## src/rtl/cla_pipe_addsub.sv

```systemverilog
// cla_pipe_addsub: pipelined add/subtract unit built from GROUP-bit carry
// look-ahead groups with a second look-ahead level across the groups.
// Stage 1 registers bit/group propagate-generate terms, stage 2 resolves
// carries and flags, and a valid/ready handshake links the two stages.
// WIDTH must be a multiple of GROUP.
module cla_pipe_addsub #(
    parameter int WIDTH = 16,
    parameter int GROUP = 4
) (
    input  logic             clk,
    input  logic             rst_n,
    input  logic             in_valid,
    output logic             in_ready,
    input  logic [WIDTH-1:0] a,
    input  logic [WIDTH-1:0] b,
    input  logic             cin,
    input  logic             sub,
    output logic             out_valid,
    input  logic             out_ready,
    output logic [WIDTH-1:0] sum,
    output logic             cout,
    output logic             ovf,
    output logic             zero
);

    localparam int NG = WIDTH / GROUP;

    // Operand preparation and stage-1 look-ahead terms (combinational)
    logic [WIDTH-1:0] b_eff;
    logic             c0_in;
    logic [WIDTH-1:0] p_in;
    logic [WIDTH-1:0] g_in;
    logic [NG-1:0]    gp_in;
    logic [NG-1:0]    gg_in;

    // Stage-1 registers
    logic             s1_valid;
    logic [WIDTH-1:0] s1_p;
    logic [WIDTH-1:0] s1_g;
    logic [NG-1:0]    s1_gp;
    logic [NG-1:0]    s1_gg;
    logic             s1_c0;
    logic             s1_a_msb;
    logic             s1_b_msb;

    // Stage-2 combinational results
    logic [NG:0]      grp_c;
    logic [WIDTH-1:0] bit_c;
    logic [WIDTH-1:0] sum_n;
    logic             cout_n;
    logic             ovf_n;
    logic             zero_n;

    // Stage-2 registers
    logic             s2_valid;
    logic [WIDTH-1:0] s2_sum;
    logic             s2_cout;
    logic             s2_ovf;
    logic             s2_zero;

    // Handshake advance conditions
    logic             s1_adv;
    logic             s2_adv;

    // Subtraction is a + ~b + (1 - cin): invert b and the carry-in, then
    // form bit-level p/g and the per-group propagate and generate terms.
    always_comb begin : stage1_prep
        logic term;
        term  = 1'b0;
        b_eff = sub ? ~b : b;
        c0_in = sub ? ~cin : cin;
        p_in  = a ^ b_eff;
        g_in  = a & b_eff;
        gp_in = '0;
        gg_in = '0;
        for (int k = 0; k < NG; k++) begin
            gp_in[k] = &p_in[k*GROUP +: GROUP];
            for (int i = 0; i < GROUP; i++) begin
                term = g_in[k*GROUP + i];
                for (int j = i + 1; j < GROUP; j++) begin
                    term = term & p_in[k*GROUP + j];
                end
                gg_in[k] = gg_in[k] | term;
            end
        end
    end

    // A stage may advance when it is empty or its consumer is taking data
    always_comb begin : handshake
        s2_adv   = !s2_valid || out_ready;
        s1_adv   = !s1_valid || s2_adv;
        in_ready = s1_adv;
    end

    // Stage-1 register: captures look-ahead terms of an accepted beat
    always_ff @(posedge clk) begin
        if (!rst_n) begin
            s1_valid <= 1'b0;
            s1_p     <= '0;
            s1_g     <= '0;
            s1_gp    <= '0;
            s1_gg    <= '0;
            s1_c0    <= 1'b0;
            s1_a_msb <= 1'b0;
            s1_b_msb <= 1'b0;
        end else if (s1_adv) begin
            s1_valid <= in_valid;
            if (in_valid) begin
                s1_p     <= p_in;
                s1_g     <= g_in;
                s1_gp    <= gp_in;
                s1_gg    <= gg_in;
                s1_c0    <= c0_in;
                s1_a_msb <= a[WIDTH-1];
                s1_b_msb <= b_eff[WIDTH-1];
            end
        end
    end

    // Second-level look-ahead: every group carry is a flat sum of products
    // of group generates/propagates and c0, then each bit carry is a flat
    // look-ahead from its group's carry-in; sum and flags follow directly.
    always_comb begin : stage2_resolve
        logic term;
        logic acc;
        term     = 1'b0;
        acc      = 1'b0;
        grp_c    = '0;
        grp_c[0] = s1_c0;
        for (int k = 0; k < NG; k++) begin
            acc = s1_c0;
            for (int m = 0; m <= k; m++) begin
                acc = acc & s1_gp[m];
            end
            for (int j = 0; j <= k; j++) begin
                term = s1_gg[j];
                for (int m = j + 1; m <= k; m++) begin
                    term = term & s1_gp[m];
                end
                acc = acc | term;
            end
            grp_c[k+1] = acc;
        end
        bit_c = '0;
        for (int k = 0; k < NG; k++) begin
            for (int i = 0; i < GROUP; i++) begin
                acc = grp_c[k];
                for (int j = 0; j < i; j++) begin
                    acc = acc & s1_p[k*GROUP + j];
                end
                for (int j = 0; j < i; j++) begin
                    term = s1_g[k*GROUP + j];
                    for (int m = j + 1; m < i; m++) begin
                        term = term & s1_p[k*GROUP + m];
                    end
                    acc = acc | term;
                end
                bit_c[k*GROUP + i] = acc;
            end
        end
        sum_n  = s1_p ^ bit_c;
        cout_n = grp_c[NG];
        ovf_n  = (s1_a_msb == s1_b_msb) && (sum_n[WIDTH-1] != s1_a_msb);
        zero_n = ~|sum_n;
    end

    // Stage-2 register: holds the result until downstream accepts it
    always_ff @(posedge clk) begin
        if (!rst_n) begin
            s2_valid <= 1'b0;
            s2_sum   <= '0;
            s2_cout  <= 1'b0;
            s2_ovf   <= 1'b0;
            s2_zero  <= 1'b0;
        end else if (s2_adv) begin
            s2_valid <= s1_valid;
            if (s1_valid) begin
                s2_sum  <= sum_n;
                s2_cout <= cout_n;
                s2_ovf  <= ovf_n;
                s2_zero <= zero_n;
            end
        end
    end

    // Outputs come straight from the stage-2 registers
    always_comb begin : drive_outputs
        out_valid = s2_valid;
        sum       = s2_sum;
        cout      = s2_cout;
        ovf       = s2_ovf;
        zero      = s2_zero;
    end

endmodule
```

## config.mk

```make
export PLATFORM = sky130hd
export DESIGN_NAME = cla_pipe_addsub
export DESIGN_NICKNAME = d
export VERILOG_FILES = /design/src/rtl/cla_pipe_addsub.sv
export SDC_FILE = /design/constraint.sdc
export NUM_CORES = 1
export LEC_CHECK = 0
export CAP_MARGIN = 20
export CORE_UTILIZATION = 30
export CTS_BUF_LIST = sky130_fd_sc_hd__clkbuf_8
export CTS_CLUSTER_DIAMETER = 150
export DETAILED_ROUTE_END_ITERATION = 8
export PLACE_DENSITY = 0.56
export SLEW_MARGIN = 15
export SYNTH_ARGS = -nofsm -noshare
export SYNTH_HDL_FRONTEND = slang
export SYNTH_SLANG_ARGS = --single-unit
```

## constraint.sdc

```tcl
create_clock -name clk -period 5.88 [get_ports clk]
set_input_delay 0.882 -clock clk [delete_from_list [all_inputs] [get_ports clk]]
set_output_delay 0.882 -clock clk [all_outputs]
set_load 0.03 [all_outputs]
```

==> summary.md <==
| Metric | Value |
|---|---|
| Port bufs | 58 |
| Place WS | 2.562 ns |
| Post-Syn Area | ~3000 µm² |
| Crit path cell chain | clkdlybuf4s50_1 > nor2b_1 > nand2_1 > clkdlybuf4s50_1 |
| Synth unique cells | 35 |
| CTS root buf | clkbuf_8 |
| Worst-Skew Late Latency | 0.34 ns |
| Fillcell total | ~1000 |
| Worst hold slack | 0.4521 ns |
| Startpoint type of the worst setup path | input pin |
| Die extent in x | 101.1 µm |
| Synth warnings | 0 |
| Status | finished clean |
| Final Non-Filler Cells | 552 |
| Int Pwr | 703.1 µW |
| Die ar. | 10210 µm² |
| Global Route Usage Sum | 14.48% |
| Synthesized area per cell | 8.022 µm² |
| Pwr dens | 255.9 nW/µm² |
| DRT Pass-1 Iters | 4 |
| Crit path DAT | around 2.3 ns |
| Relative slew margins | a little over a third |
| Post-synthesis sequential area ratio | between 40% and 50% |
| Post-route ant nets | 0 |
| # nets final | 476 |
| Die Y | slightly above 100 µm |
| Seq cells post-synth | 60 |
| Most used cell, CP | clkdlybuf4s50_1 |
| Post-DP HPWL | 4.989 mm |
| Layout cells sized above 1 | 4.492% |
| Gr ovfl total | 0 |
| Hold_buf cts | 0 |
| Setup CP Type | in -> out |
| Routed vias | ~2500 |
| Clock buffer depth | 2 |
| Combinational share of power | 19.4% |
| Final setup vio count | 0 |
| Iter 0 DRT Violations | 100 |
| CTS sink cnt | 60 |
| Cell family with most CP delay | buffers and inverters |
| Register area | 1201 µm² |
| Cells after Synth | 367 |
| Yosys top cell area share | 40.80% |
| Min-delay src | sum[12] |
| Final WS setup | between 2 and 3 ns |
| Syn Nets | approximately 430 |
| WP data required | 5.00 ns |
| Clock share of power | 34.5% |
| Diodes inserted | 0 |
| DR WL/cell | roughly 12 µm |
| RR Startpoint | s1_c0 |
| Residual DRC count | 0 |
| Sw frac | 27.88% |
| Multi-input logic area | 1663 µm² |
| VDD IR max | approximately 0.00010 V |
| Row count | 35 |
| Psw | about 270 µW |
| Placed inst area | 3628 µm² |
| Hold Crit Class | reg -> reg |
| CTS tree | yes |
| Buf/Inv on CP | 2 |
| Synth area leaders | dfxtp_1 (41%), nand2_1 (11%), a21oi_1 (9.9%) |
| Final WL | 6.743 mm |
| Fmax | approximately 310 MHz |
| Area Growth Syn to Fin | 29.41% |
| Number of post-CTS setup repair buffers | 0 |
| Lkg Pwr | approximately 1.5 nW |
| Nature of the critical path endpoint | primary output |
| Post-CTS Resized | 0 |
| Power Total | 974.9 µW |
| Final hold vios | 0 |
| CTS Buf Count | 9 |
| Area leader, netlist | dfxtp_1 |
| Gp weighted congestion | 0.7715 |
| Core Util, Final | about two fifths |
| Crit-path max FO | 3 |
| DR vias/cell | 4.594 |
| Setup TNS | 0 ns |
| Fin. max-slew vios | 0 |
| # placed instances | between 500 and 600 |
| H-tree lvl count | 3 |
| Io pins | between 50 and 60 |
| CORE AREA | 9371 µm² |
| Initial antenna violation count | 0 |
| Reg power frac | 46.1% |
| Initial core utilization | a little under a third |
| Crit path max-delay cell type | clkdlybuf4s50_1 |
| Clk pin slew, worst setup/hold paths | 0.06 ns |
| Pin count of the biggest net entering global routing | 49 |
| Unrepaired setup endpoints after global routing | false |
| Final Cycle Share | 54.03% |
| Setup Skew | 0.005341 ns |
| First-pass GRT wire length | 11.32 mm |
| Fin crit period | between 3 and 4 ns |
| Critical Path Start | out_ready |
| Finished Cell Area | between 3000 and 4000 µm² |
| Slowest stage delay, CP | ~0.6 ns |
| Max Cap Violations | 0 |
| Actual slew at the worst max-slew pin | ~0.97 ns |
| Vias in the first global route | 2298 |
registers in the layout (all words and copies together) (netlist names):
signal,cells
cout,1
out_valid,1
ovf,1
s1_a_msb,1
s1_b_msb,1
s1_c0,1
s1_g,12
s1_gg,4
s1_gp,4
s1_p,16
s1_valid,1
sum,16
zero,1
worst paths after layout:
check	to	slack, ns	cells after the start
min	sum[12]	0.45	2
min reg2reg	sum[12]	0.45	2
max reg2reg	zero	3.23	9
max	in_ready	2.70	4
kinds of logic after synthesis:
family	after synthesis	share of synthesized area [%]
buffers and inverters	22	2.847
xor gates and xnor gates	17	5.057
and+or+nand+nor	148	23.20
adders and majority gates	20	8.500
AOI/OAI and AO/OA	100	19.59
DFF	60	40.80
cells in the mapped netlist, drive strengths merged:
master and instances:
nor2b 5, clkbuf 19, a21o 3, or3 5, nand2 88, o2111ai 1
xnor2 1, a21boi 4, o21ai 11, dfxtp 60, or2 4, and4 4
a311oi 1, nor2 17, ha 20, nor3 9, o21a 11, o22ai 3
xor2 16, o211ai 7, and2 7, nor4 1, inv 2, nand3 1
or4 2, buf 1, and3b 4, or2b 1, a211oi 1, a21oi 58
routing by layer:
layer  vias up  GRT usage [%]  part of all wire, %
met2        58          19.05                   39
li1       1362              -                    -
met5         -              0                    0
met4         0          8.027                  2.0
met1      1107          21.49                   54
met3         9          2.982                  4.2
placed cells by master, fill, tap and decap left out, types with 7 or more instances in the layout:
cell | synthesis | layout
ha_1 | 20 | 20
o21ai_0 | 10 | 10
nand2_1 | 88 | 88
dfxtp_1 | 60 | 60
clkbuf_8 | 0 | 12
o211ai_1 | 7 | 7
nor3_1 | 8 | 8
o21a_1 | 11 | 11
xor2_1 | 16 | 16
nor2_1 | 17 | 17
a21oi_1 | 58 | 57
clkdlybuf4s50_1 | 0 | 58
power groups by stage:
stage	Combinational (mW)	Clock, mW	Sequential, mW
after CTS	0.191	0.341	0.450
after floorplan	0.107	0	0.467
after global placement	0.190	0	0.458
after global routing	0.212	0.366	0.453
final	0.189	0.336	0.450
after detailed placement	0.190	0	0.459
worst register-to-register path, cell delays in order, from the launching register on:
cell and delay, ns:
dfxtp_1 0.33, a21o_1 0.19, a21o_1 0.22, a21o_1 0.23, ha_1 0.34, nor4_1 0.17, o21ai_0 0.10, or4_1 0.39
or4_1 0.47, a21oi_1 0.15
cell type report:
cell class	instances	share of cell area [%]
multi-input combinational	285	43.65
sequential	60	31.53
timing repair buffer	60	15.63
clock buffer	12	4.335
tap	129	4.236
clock inverter	4	0.4269
inverter	2	0.1970
(Power assumes the default switching activity.)
